[config.mk]
export PLATFORM = sky130hd
export DESIGN_NAME = playback_tick_ctrl
export DESIGN_NICKNAME = d
export VERILOG_FILES = /design/src/rtl/playback_pkg.sv /design/src/rtl/tick_divider.sv /design/src/rtl/playback_tick_ctrl.sv
export SDC_FILE = /design/constraint.sdc
export NUM_CORES = 1
export LEC_CHECK = 0
export CAP_MARGIN = 20
export CORE_ASPECT_RATIO = 0.5
export CORE_MARGIN = 4
export CORE_UTILIZATION = 44
export CTS_CLUSTER_DIAMETER = 50
export CTS_CLUSTER_SIZE = 14
export DETAILED_ROUTE_END_ITERATION = 6
export PLACE_DENSITY = 0.62
export SLEW_MARGIN = 20
export SYNTH_ARGS = -nofsm -noshare
export SYNTH_HDL_FRONTEND = slang
export SYNTH_SLANG_ARGS = --single-unit
export TNS_END_PERCENT = 1
[constraint.sdc]
create_clock -name clk -period 3.35 [get_ports clk]
set_clock_uncertainty 0.15 [all_clocks]
set_input_delay 0.335 -clock clk [delete_from_list [all_inputs] [get_ports clk]]
set_output_delay 0.335 -clock clk [all_outputs]
set_load 0.01 [all_outputs]
[src/rtl/playback_pkg.sv]
// Shared definitions for the playback control slice.
//   ST_*          2-bit FSM state encodings, also driven on the state debug port
//   ADDER_NORMAL  timer increment per step during normal playback
package playback_pkg;

  localparam logic [1:0] ST_STOPPED = 2'd0;
  localparam logic [1:0] ST_PLAYING = 2'd1;
  localparam logic [1:0] ST_PAUSED  = 2'd2;
  localparam logic [1:0] ST_FFWD    = 2'd3;

  localparam logic [5:0] ADDER_NORMAL = 6'd1;

endpackage

[src/rtl/tick_divider.sv]
// Free-running tick divider producing the timer's square-wave clock.
//   clk, rst   system clock, asynchronous active-high reset
//   run        advance the divider this cycle
//   clear      force cnt=0 and timer_clk=0 (wins over run)
//   cnt        current divider phase, 0..DIV-1
//   timer_clk  registered square wave, rises on the wrap DIV-1 -> 0
module tick_divider #(
  parameter int unsigned DIV = 8
) (
  input  logic                    clk,
  input  logic                    rst,
  input  logic                    run,
  input  logic                    clear,
  output logic [$clog2(DIV)-1:0]  cnt,
  output logic                    timer_clk
);

  localparam int unsigned CW = $clog2(DIV);
  localparam logic [CW-1:0] LAST = CW'(DIV - 1);
  localparam logic [CW-1:0] HALF = CW'(DIV / 2 - 1);

  logic [CW-1:0] cnt_q, cnt_d;
  logic          tclk_q, tclk_d;

  always_comb begin
    cnt_d  = cnt_q;
    tclk_d = tclk_q;
    if (clear) begin
      cnt_d  = '0;
      tclk_d = 1'b0;
    end else if (run) begin
      if (cnt_q == LAST) begin
        cnt_d  = '0;
        tclk_d = 1'b1;
      end else begin
        cnt_d = cnt_q + CW'(1);
        if (cnt_q == HALF) tclk_d = 1'b0;
      end
    end
  end

  always_ff @(posedge clk or posedge rst) begin
    if (rst) begin
      cnt_q  <= '0;
      tclk_q <= 1'b0;
    end else begin
      cnt_q  <= cnt_d;
      tclk_q <= tclk_d;
    end
  end

  assign cnt       = cnt_q;
  assign timer_clk = tclk_q;

endmodule

[src/rtl/playback_tick_ctrl.sv]
// Playback control ahead of the elapsed-time timer: turns play/pause, stop and
// fast-forward buttons into timer_clk, count, adder and timer_reset.
//   clk, reset     system clock, asynchronous active-high reset
//   btn_play       async level, each rising edge toggles play/pause
//   btn_stop       async level, rising edge stops
//   btn_ff         async level, held = fast-forward while playing
//   end_of_track   synchronous 1-cycle pulse, stops playback
//   timer_clk      timer step clock (rising edge = one step)
//   count, adder   timer enable and increment, stable across timer_clk rises
//   timer_reset    timer clear level, high while stopped
//   state          current FSM state
module playback_tick_ctrl
  import playback_pkg::*;
#(
  parameter int unsigned CLK_FREQ_HZ = 50_000_000,
  parameter int unsigned TICK_HZ     = 1,
  parameter int unsigned FF_STEP     = 2
) (
  input  logic       clk,
  input  logic       reset,
  input  logic       btn_play,
  input  logic       btn_stop,
  input  logic       btn_ff,
  input  logic       end_of_track,
  output logic       timer_clk,
  output logic       count,
  output logic [5:0] adder,
  output logic       timer_reset,
  output logic [1:0] state
);

  localparam int unsigned DIV = CLK_FREQ_HZ / TICK_HZ;
  localparam int unsigned CW  = $clog2(DIV);
  localparam logic [CW-1:0] LAST     = CW'(DIV - 1);
  localparam logic [5:0]    ADDER_FF = 6'(FF_STEP);

  // [0] metastable stage, [1] synchronised level, [2] previous synchronised level
  logic [2:0] play_sh_q, play_sh_d;
  logic [2:0] stop_sh_q, stop_sh_d;
  logic [1:0] ff_sh_q,   ff_sh_d;
  logic [1:0] state_q,   state_d;
  logic       count_q,   count_d;
  logic [5:0] adder_q,   adder_d;

  logic          play_pulse, stop_pulse, ff_lvl;
  logic [CW-1:0] div_cnt;
  logic          div_run, div_clear;

  always_comb begin
    play_sh_d  = {play_sh_q[1:0], btn_play};
    stop_sh_d  = {stop_sh_q[1:0], btn_stop};
    ff_sh_d    = {ff_sh_q[0], btn_ff};
    play_pulse = play_sh_q[1] & ~play_sh_q[2];
    stop_pulse = stop_sh_q[1] & ~stop_sh_q[2];
    ff_lvl     = ff_sh_q[1];
  end

  always_comb begin
    state_d = state_q;
    if (stop_pulse || end_of_track) begin
      state_d = ST_STOPPED;
    end else if (play_pulse) begin
      case (state_q)
        ST_STOPPED: state_d = ST_PLAYING;
        ST_PLAYING: state_d = ST_PAUSED;
        ST_PAUSED:  state_d = ST_PLAYING;
        default:    state_d = ST_PAUSED;
      endcase
    end else if (state_q == ST_PLAYING && ff_lvl) begin
      state_d = ST_FFWD;
    end else if (state_q == ST_FFWD && !ff_lvl) begin
      state_d = ST_PLAYING;
    end
  end

  // Clear follows the next state so the divider and timer_clk drop in the
  // same cycle the FSM enters STOPPED; run follows the current state so the
  // first edge after leaving STOPPED lands exactly DIV cycles later.
  assign div_run   = (state_q == ST_PLAYING) || (state_q == ST_FFWD);
  assign div_clear = (state_d == ST_STOPPED);

  tick_divider #(.DIV(DIV)) u_div (
    .clk       (clk),
    .rst       (reset),
    .run       (div_run),
    .clear     (div_clear),
    .cnt       (div_cnt),
    .timer_clk (timer_clk)
  );

  // count/adder only move in the low phase away from the wrap, so they are
  // settled at every timer_clk rise; stopping clears them regardless.
  always_comb begin
    count_d = count_q;
    adder_d = adder_q;
    if (state_d == ST_STOPPED) begin
      count_d = 1'b0;
      adder_d = '0;
    end else if (!timer_clk && div_cnt != LAST) begin
      case (state_q)
        ST_PLAYING: begin count_d = 1'b1; adder_d = ADDER_NORMAL; end
        ST_FFWD:    begin count_d = 1'b1; adder_d = ADDER_FF;     end
        default:    begin count_d = 1'b0; adder_d = '0;           end
      endcase
    end
  end

  always_ff @(posedge clk or posedge reset) begin
    if (reset) begin
      play_sh_q <= '0;
      stop_sh_q <= '0;
      ff_sh_q   <= '0;
      state_q   <= ST_STOPPED;
      count_q   <= 1'b0;
      adder_q   <= '0;
    end else begin
      play_sh_q <= play_sh_d;
      stop_sh_q <= stop_sh_d;
      ff_sh_q   <= ff_sh_d;
      state_q   <= state_d;
      count_q   <= count_d;
      adder_q   <= adder_d;
    end
  end

  assign state       = state_q;
  assign count       = count_q;
  assign adder       = adder_q;
  assign timer_reset = (state_q == ST_STOPPED);

endmodule
==> results of run 1 <==
state kept, by name, indices dropped and copies added, names as in the netlist:
register,cells
u_div.timer_clk,1
stop_sh_q,3
state,2
adder,2
ff_sh_q,2
count,1
u_div.cnt,26
play_sh_q,3
power by group through the flow:
stage | logic (mW) | clock network, mW | registers, mW
2_1_floorplan | 0.0412 | 0 | 0.505
3_3_place_gp | 0.0590 | 0 | 0.507
3_5_place_dp | 0.0597 | 0 | 0.507
4_1_cts | 0.0599 | 0.349 | 0.498
5_1_grt | 0.0662 | 0.372 | 0.500
6_report | 0.0586 | 0.336 | 0.498
critical path: stages, from the launching register on:
cell,delay [ns]
dfrtp_1,0.43
ha_1,0.23
nand4_1,0.27
nor4b_1,0.57
a211oi_2,0.16
buf_4,0.22
and3_1,0.18
a211o_1,0.26
kinds of logic (layout without fill, tap and decap cells):
group | Yosys count | count (layout) | share of synthesized area [%]
and+or+nand+nor | 93 | 93 | 25.4
AOI/OAI and AO/OA | 62 | 62 | 19.8
adders and majority gates | 1 | 1 | 0.593
xor gates and xnor gates | 2 | 2 | 0.830
other | 1 | 4 | 0.178
buffers and inverters | 22 | 32 | 5.81
DFF | 40 | 40 | 47.4
worst paths after layout:
kind	startpoint	to	slack, ns
max	u_div.cnt[0]$_DFFE_PP0P_	u_div.cnt[22]$_DFFE_PP0P_	0.78
min	play_sh_q[0]$_DFF_PP0_	play_sh_q[1]$_DFF_PP0_	0.21
max reg2reg	u_div.cnt[0]$_DFFE_PP0P_	u_div.cnt[22]$_DFFE_PP0P_	0.78
min reg2reg	play_sh_q[0]$_DFF_PP0_	play_sh_q[1]$_DFF_PP0_	0.21
max in group asynchronous	reset	u_div.cnt[17]$_DFFE_PP0P_	1.93
min in group asynchronous	reset	ff_sh_q[0]$_DFF_PP0_	0.36
per-stage QoR:
step                      util (%)  setup slack [ns]  instance area [µm²]
after floorplan                  -              1.19                 2120
after global placement        50.2             0.904                 2260
after detailed placement      50.2             0.842                 2260
after CTS                     52.3             0.819                 2360
after global routing          52.3             0.593                 2360
final                         52.3             0.780                 2360
cell type report:
class / count / area share [%]
Clock buffer: 6 / 3.50
Clock inverter: 2 / 0.636
Inverter: 8 / 1.27
Multi-Input combinational cell: 162 / 42.3
Sequential cell: 40 / 42.4
Tap cell: 66 / 3.50
Timing Repair Buffer: 16 / 6.36
per-layer routing:
| metal | global-route usage (%) | vias to the layer above | wire (µm) |
|---|---|---|---|
| met5 | 0 | - | 0 |
| met4 | 4.24 | 0 | 31 |
| met3 | 4.75 | 5 | 299 |
| met2 | 24.4 | 64 | 1980 |
| met1 | 24.6 | 830 | 2360 |
| li1 | - | 832 | - |
Yosys cell counts, drive strengths merged:
library cell	n	share of area, %
a211o	2	0.89
a211oi	1	0.59
a21boi	1	0.36
a21o	10	3.6
a21oi	13	3.1
a22o	3	1.2
a31oi	10	3.0
a32o	2	0.95
and2	1	0.30
and3	5	1.5
and4	2	0.83
buf	9	3.5
clkbuf	5	0.89
conb	1	0.18
dfrtp	40	47
ha	1	0.59
inv	8	1.4
nand2	20	3.6
nand2b	4	1.2
nand3	16	4.0
nand3b	1	0.36
nand4	7	2.1
nand4b	1	0.42
nor2	7	1.2
nor2b	4	1.2
nor3	12	2.8
nor3b	1	0.36
nor4	6	3.2
nor4b	1	0.42
o211ai	2	0.71
o21a	3	1.1
o21ai	10	2.4
o21bai	1	0.36
o311ai	1	0.42
o31a	1	0.42
o41ai	2	0.83
or3	3	0.89
or4	1	0.36
or4b	1	0.65
xnor2	2	0.83
==> flow_summary.ini, run 1 <==
[floorplanning]
rows = 17
die_area_um2 = 6040
io_pins = 17
die_width_um = 106
coreArea_um2 = 4510
start_util_pct = 46.8
die_h_um = 57.0

[final_layout]
multi_input_area_um2 = 998
final_cells = 300
area_growth_pct = 11.8
antenna_cells = 0
mostFrequentLayoutCell = dfrtp_1
nNetsFinal = 240
n_fill_cell = 416
final_cell_mix = 40 x dfrtp_1, 20 x nand2_1, 15 x nand3_1
drive_above_1_share_pct = 7.69
register_area_um2 = 1000

[sta]
holdWs_ns = 0.206
finalHoldViolations = 0
relSlewSlack_pct = 43.2
setup_violations = 0
fmax_ghz = 0.389
fin_tns_setup_ns = 0
min_period_ns = 2.57
maxSlewViolCount = 0
worst_slew_pin_slew_ns = 0.851
rsz0062_at_grt = false
timing.final.crit_share_pct = 76.7

[power]
switching_power_uw = 212
p_total_uw = 892
seqPwrFrac_pct = 55.8
combPwrFrac_pct = 6.6
p_leak_nw = 1.01
power_density_nw_per_um2 = 378
pwr-share-clk_pct = 37.6
ir_drop_uv = 284
intPower_uw = 680
swShare_pct = 23.8

[global_routing]
grt_max_degree = 24
grt_pass1_wl_um = 7980
antenna_found_initial = 0
grt_overflow = 0
grt_pass1_vias = 1584
grt_usage_pct = 16.7

[worst_setup_path]
cp_max_fo = 18
crit_type = reg2reg
ff2ff_path_depth = 7
cp-start-kind = flop
crit_required_ns = 3.38
arrival_ns = 2.60
cp-end-kind = flop

[route]
viasPerCell = 5.77
wl_um = 4670
first_iter_violations = 122
drc = 0
dr.pass1.iters = 5
drt-wirelength-per-cell_um = 15.6
ant_nets = 0
num_vias = 1731

[placement]
dp_hpwl_um = 3410
port_buffers = 12
gp_congestion = 0.851
dp.cells = 292

[cts]
cts_made_buffers = 5
cts_sinks = 40
insertion_delay_ns = 0.29
hold_buffers = 0
cts_setup_buffers = 0
root_buffer = clkbuf_8
cts.repair.resized = 0
cts_tree = yes
htree_levels = 2
clk_pin_slew_ns = 0.08
cts_buffer_depth = 2

[synth]
synth.distinct_cells = 46
ys_warn_count = 0
synth_area_um2 = 2110
postSynthAreaPerCell_um2 = 9.55
synth_seq_cells = 40
synth_cells = 221
synth-seq-area-share_pct = 47.4

[run_status]
status = complete, no violations

[worst_hold_path]
hold_class = reg2reg
hold_depth = 0

[job]
maxCapViolations = 0
Note: power is estimated with default switching activity, not from simulation.
==> run 2: changes to the inputs <==
==> constraint.sdc (replaced) <==
create_clock -name clk -period 2.5 [get_ports clk]
set_clock_uncertainty 0.15 [all_clocks]
set_input_delay 0.25 -clock clk [delete_from_list [all_inputs] [get_ports clk]]
set_output_delay 0.25 -clock clk [all_outputs]
set_load 0.01 [all_outputs]
==> run 2 against run 1 <==
Against the previous run: critical path depth fell by 1; clock power rose by 55%; global-route usage rose by 1.0 points; utilization rose by 1.4 points; critical endpoint is now u_div.cnt[12]$_DFFE_PP0P_; largest power group unchanged; highest routed layer unchanged.
==> flow_summary.ini, run 2 (synthesis results as in run 1) <==
[worst_setup_path]
ff2ff_path_depth = 6
slowest_stage = or4b_4
cp-start-kind = flop
crit_top_cell = a21o_1
crit_required_ns = 2.53
crit_path_max_incr_delay_ns = 0.54
crit_type = reg2reg
cp.depth = 6
cp-end-kind = flop
cp_cell_sequence = or4b_4 -> nor4_4 -> a211oi_2 -> buf_4 -> a21o_1 -> a21o_1
critPathBufInv = 1
cp_top_family = simple AND/OR/NAND/NOR gates
arrival_ns = 2.36
cp_max_fo = 15

[sta]
relSlewSlack_pct = 64.0
worst_slew_pin_slew_ns = 0.535
finalHoldViolations = 0
timing.final.crit_share_pct = 92.9
fmax_ghz = 0.430
fin_tns_setup_ns = 0
setup_violations = 0
rsz0062_at_grt = false
timing.final.ws_setup_ns = 0.177
maxSlewViolCount = 0
min_period_ns = 2.32
holdWs_ns = 0.202

[power]
power_density_nw_per_um2 = 523
p_total_mw = 1.27
p_leak_nw = 1.05
ir_drop_uv = 256

[final_layout]
drive_above_1_share_pct = 10.0
n_fill_cell = 432
nNetsFinal = 246
largest_reg_flops = 26
antenna_cells = 0
mostFrequentLayoutCell = dfrtp_1
area_growth_pct = 14.7
multi_input_area_um2 = 1000
final_cell_mix = 40 x dfrtp_1, 20 x nand2_1, 15 x nand3_1
register_area_um2 = 1000

[global_routing]
grt_usage_pct = 17.8
grt_max_degree = 41
grt_overflow = 0
grt_pass1_wl_um = 8470
antenna_found_initial = 0
grt_pass1_vias = 1617

[floorplanning]
start_util_pct = 46.8
die_h_um = 57.0
die_area_um2 = 6040
rows = 17
coreArea_um2 = 4510
die_width_um = 106
io_pins = 17

[worst_hold_path]
hold_class = reg2reg
hold_depth = 0

[route]
wl_um = 4910
drc = 0
ant_nets = 0
num_vias = 1782
viasPerCell = 5.82
drt-wirelength-per-cell_um = 16.0
first_iter_violations = 165
dr.pass1.iters = 5

[job]
maxCapViolations = 0

[cts]
cts.repair.resized = 0
clk_pin_slew_ns = 0.08
cts_buffer_depth = 2
cts_made_buffers = 5
htree_levels = 2
cts_sinks = 40
insertion_delay_ns = 0.29
hold_buffers = 0
cts_setup_buffers = 0
root_buffer = clkbuf_8
cts_tree = yes

[run_status]
status = complete, no violations

[placement]
dp_hpwl_um = 3500
preCtsSetupSlack_ns = 0.130
gp_congestion = 0.902
port_buffers = 12
## run 2: power by group
group / internal, mW / switching (mW)
sequential: 0.657 / 0.00991
combinational: 0.0302 / 0.0482
clock: 0.296 / 0.223
## run 2: final timing paths
kind	startpoint	endpoint	slack, ns
max	u_div.cnt[16]$_DFFE_PP0P_	u_div.cnt[12]$_DFFE_PP0P_	0.18
min	play_sh_q[0]$_DFF_PP0_	play_sh_q[1]$_DFF_PP0_	0.20
max reg2reg	u_div.cnt[16]$_DFFE_PP0P_	u_div.cnt[12]$_DFFE_PP0P_	0.18
min reg2reg	play_sh_q[0]$_DFF_PP0_	play_sh_q[1]$_DFF_PP0_	0.20
max in group asynchronous	reset	u_div.cnt[11]$_DFFE_PP0P_	1.61
min in group asynchronous	reset	stop_sh_q[0]$_DFF_PP0_	0.22
## run 2: area by class of cell
cell class              instances  share of cell area [%]
clock buffers                   6                    3.00
clock inverters                 2                    1.45
inverters                       8                    1.24
multi-input cells             162                    41.5
flip-flops and latches         40                    41.3
well taps                      66                    3.41
repair buffers                 22                    8.06
## run 2: routing by layer
layer | GRT usage, % | up-vias | wire length [µm]
met4 | 3.51 | 0 | 21
met5 | 0 | - | 0
met3 | 4.52 | 4 | 421
li1 | - | 846 | -
met1 | 27.2 | 853 | 2420
met2 | 25.4 | 79 | 2050
## run 2: stage by stage
stage | area (µm²) | std cells | util [%]
2_1_floorplan | 2120 | 224 | -
3_3_place_gp | 2310 | 298 | 51.2
3_5_place_dp | 2310 | 298 | 51.2
4_1_cts | 2410 | 306 | 53.6
5_1_grt | 2420 | 306 | 53.7
6_report | 2420 | 306 | 53.7
==> run 3: changes to the inputs <==
--- a/config.mk
+++ b/config.mk
@@ -5,7 +5,6 @@
 export SDC_FILE = /design/constraint.sdc
 export NUM_CORES = 1
 export LEC_CHECK = 0
-export CAP_MARGIN = 20
 export CORE_ASPECT_RATIO = 0.5
 export CORE_MARGIN = 4
 export CORE_UTILIZATION = 44
==> results of run 3 <==
Same layout as run 2: the final DEF is identical, and so are final timing and power.
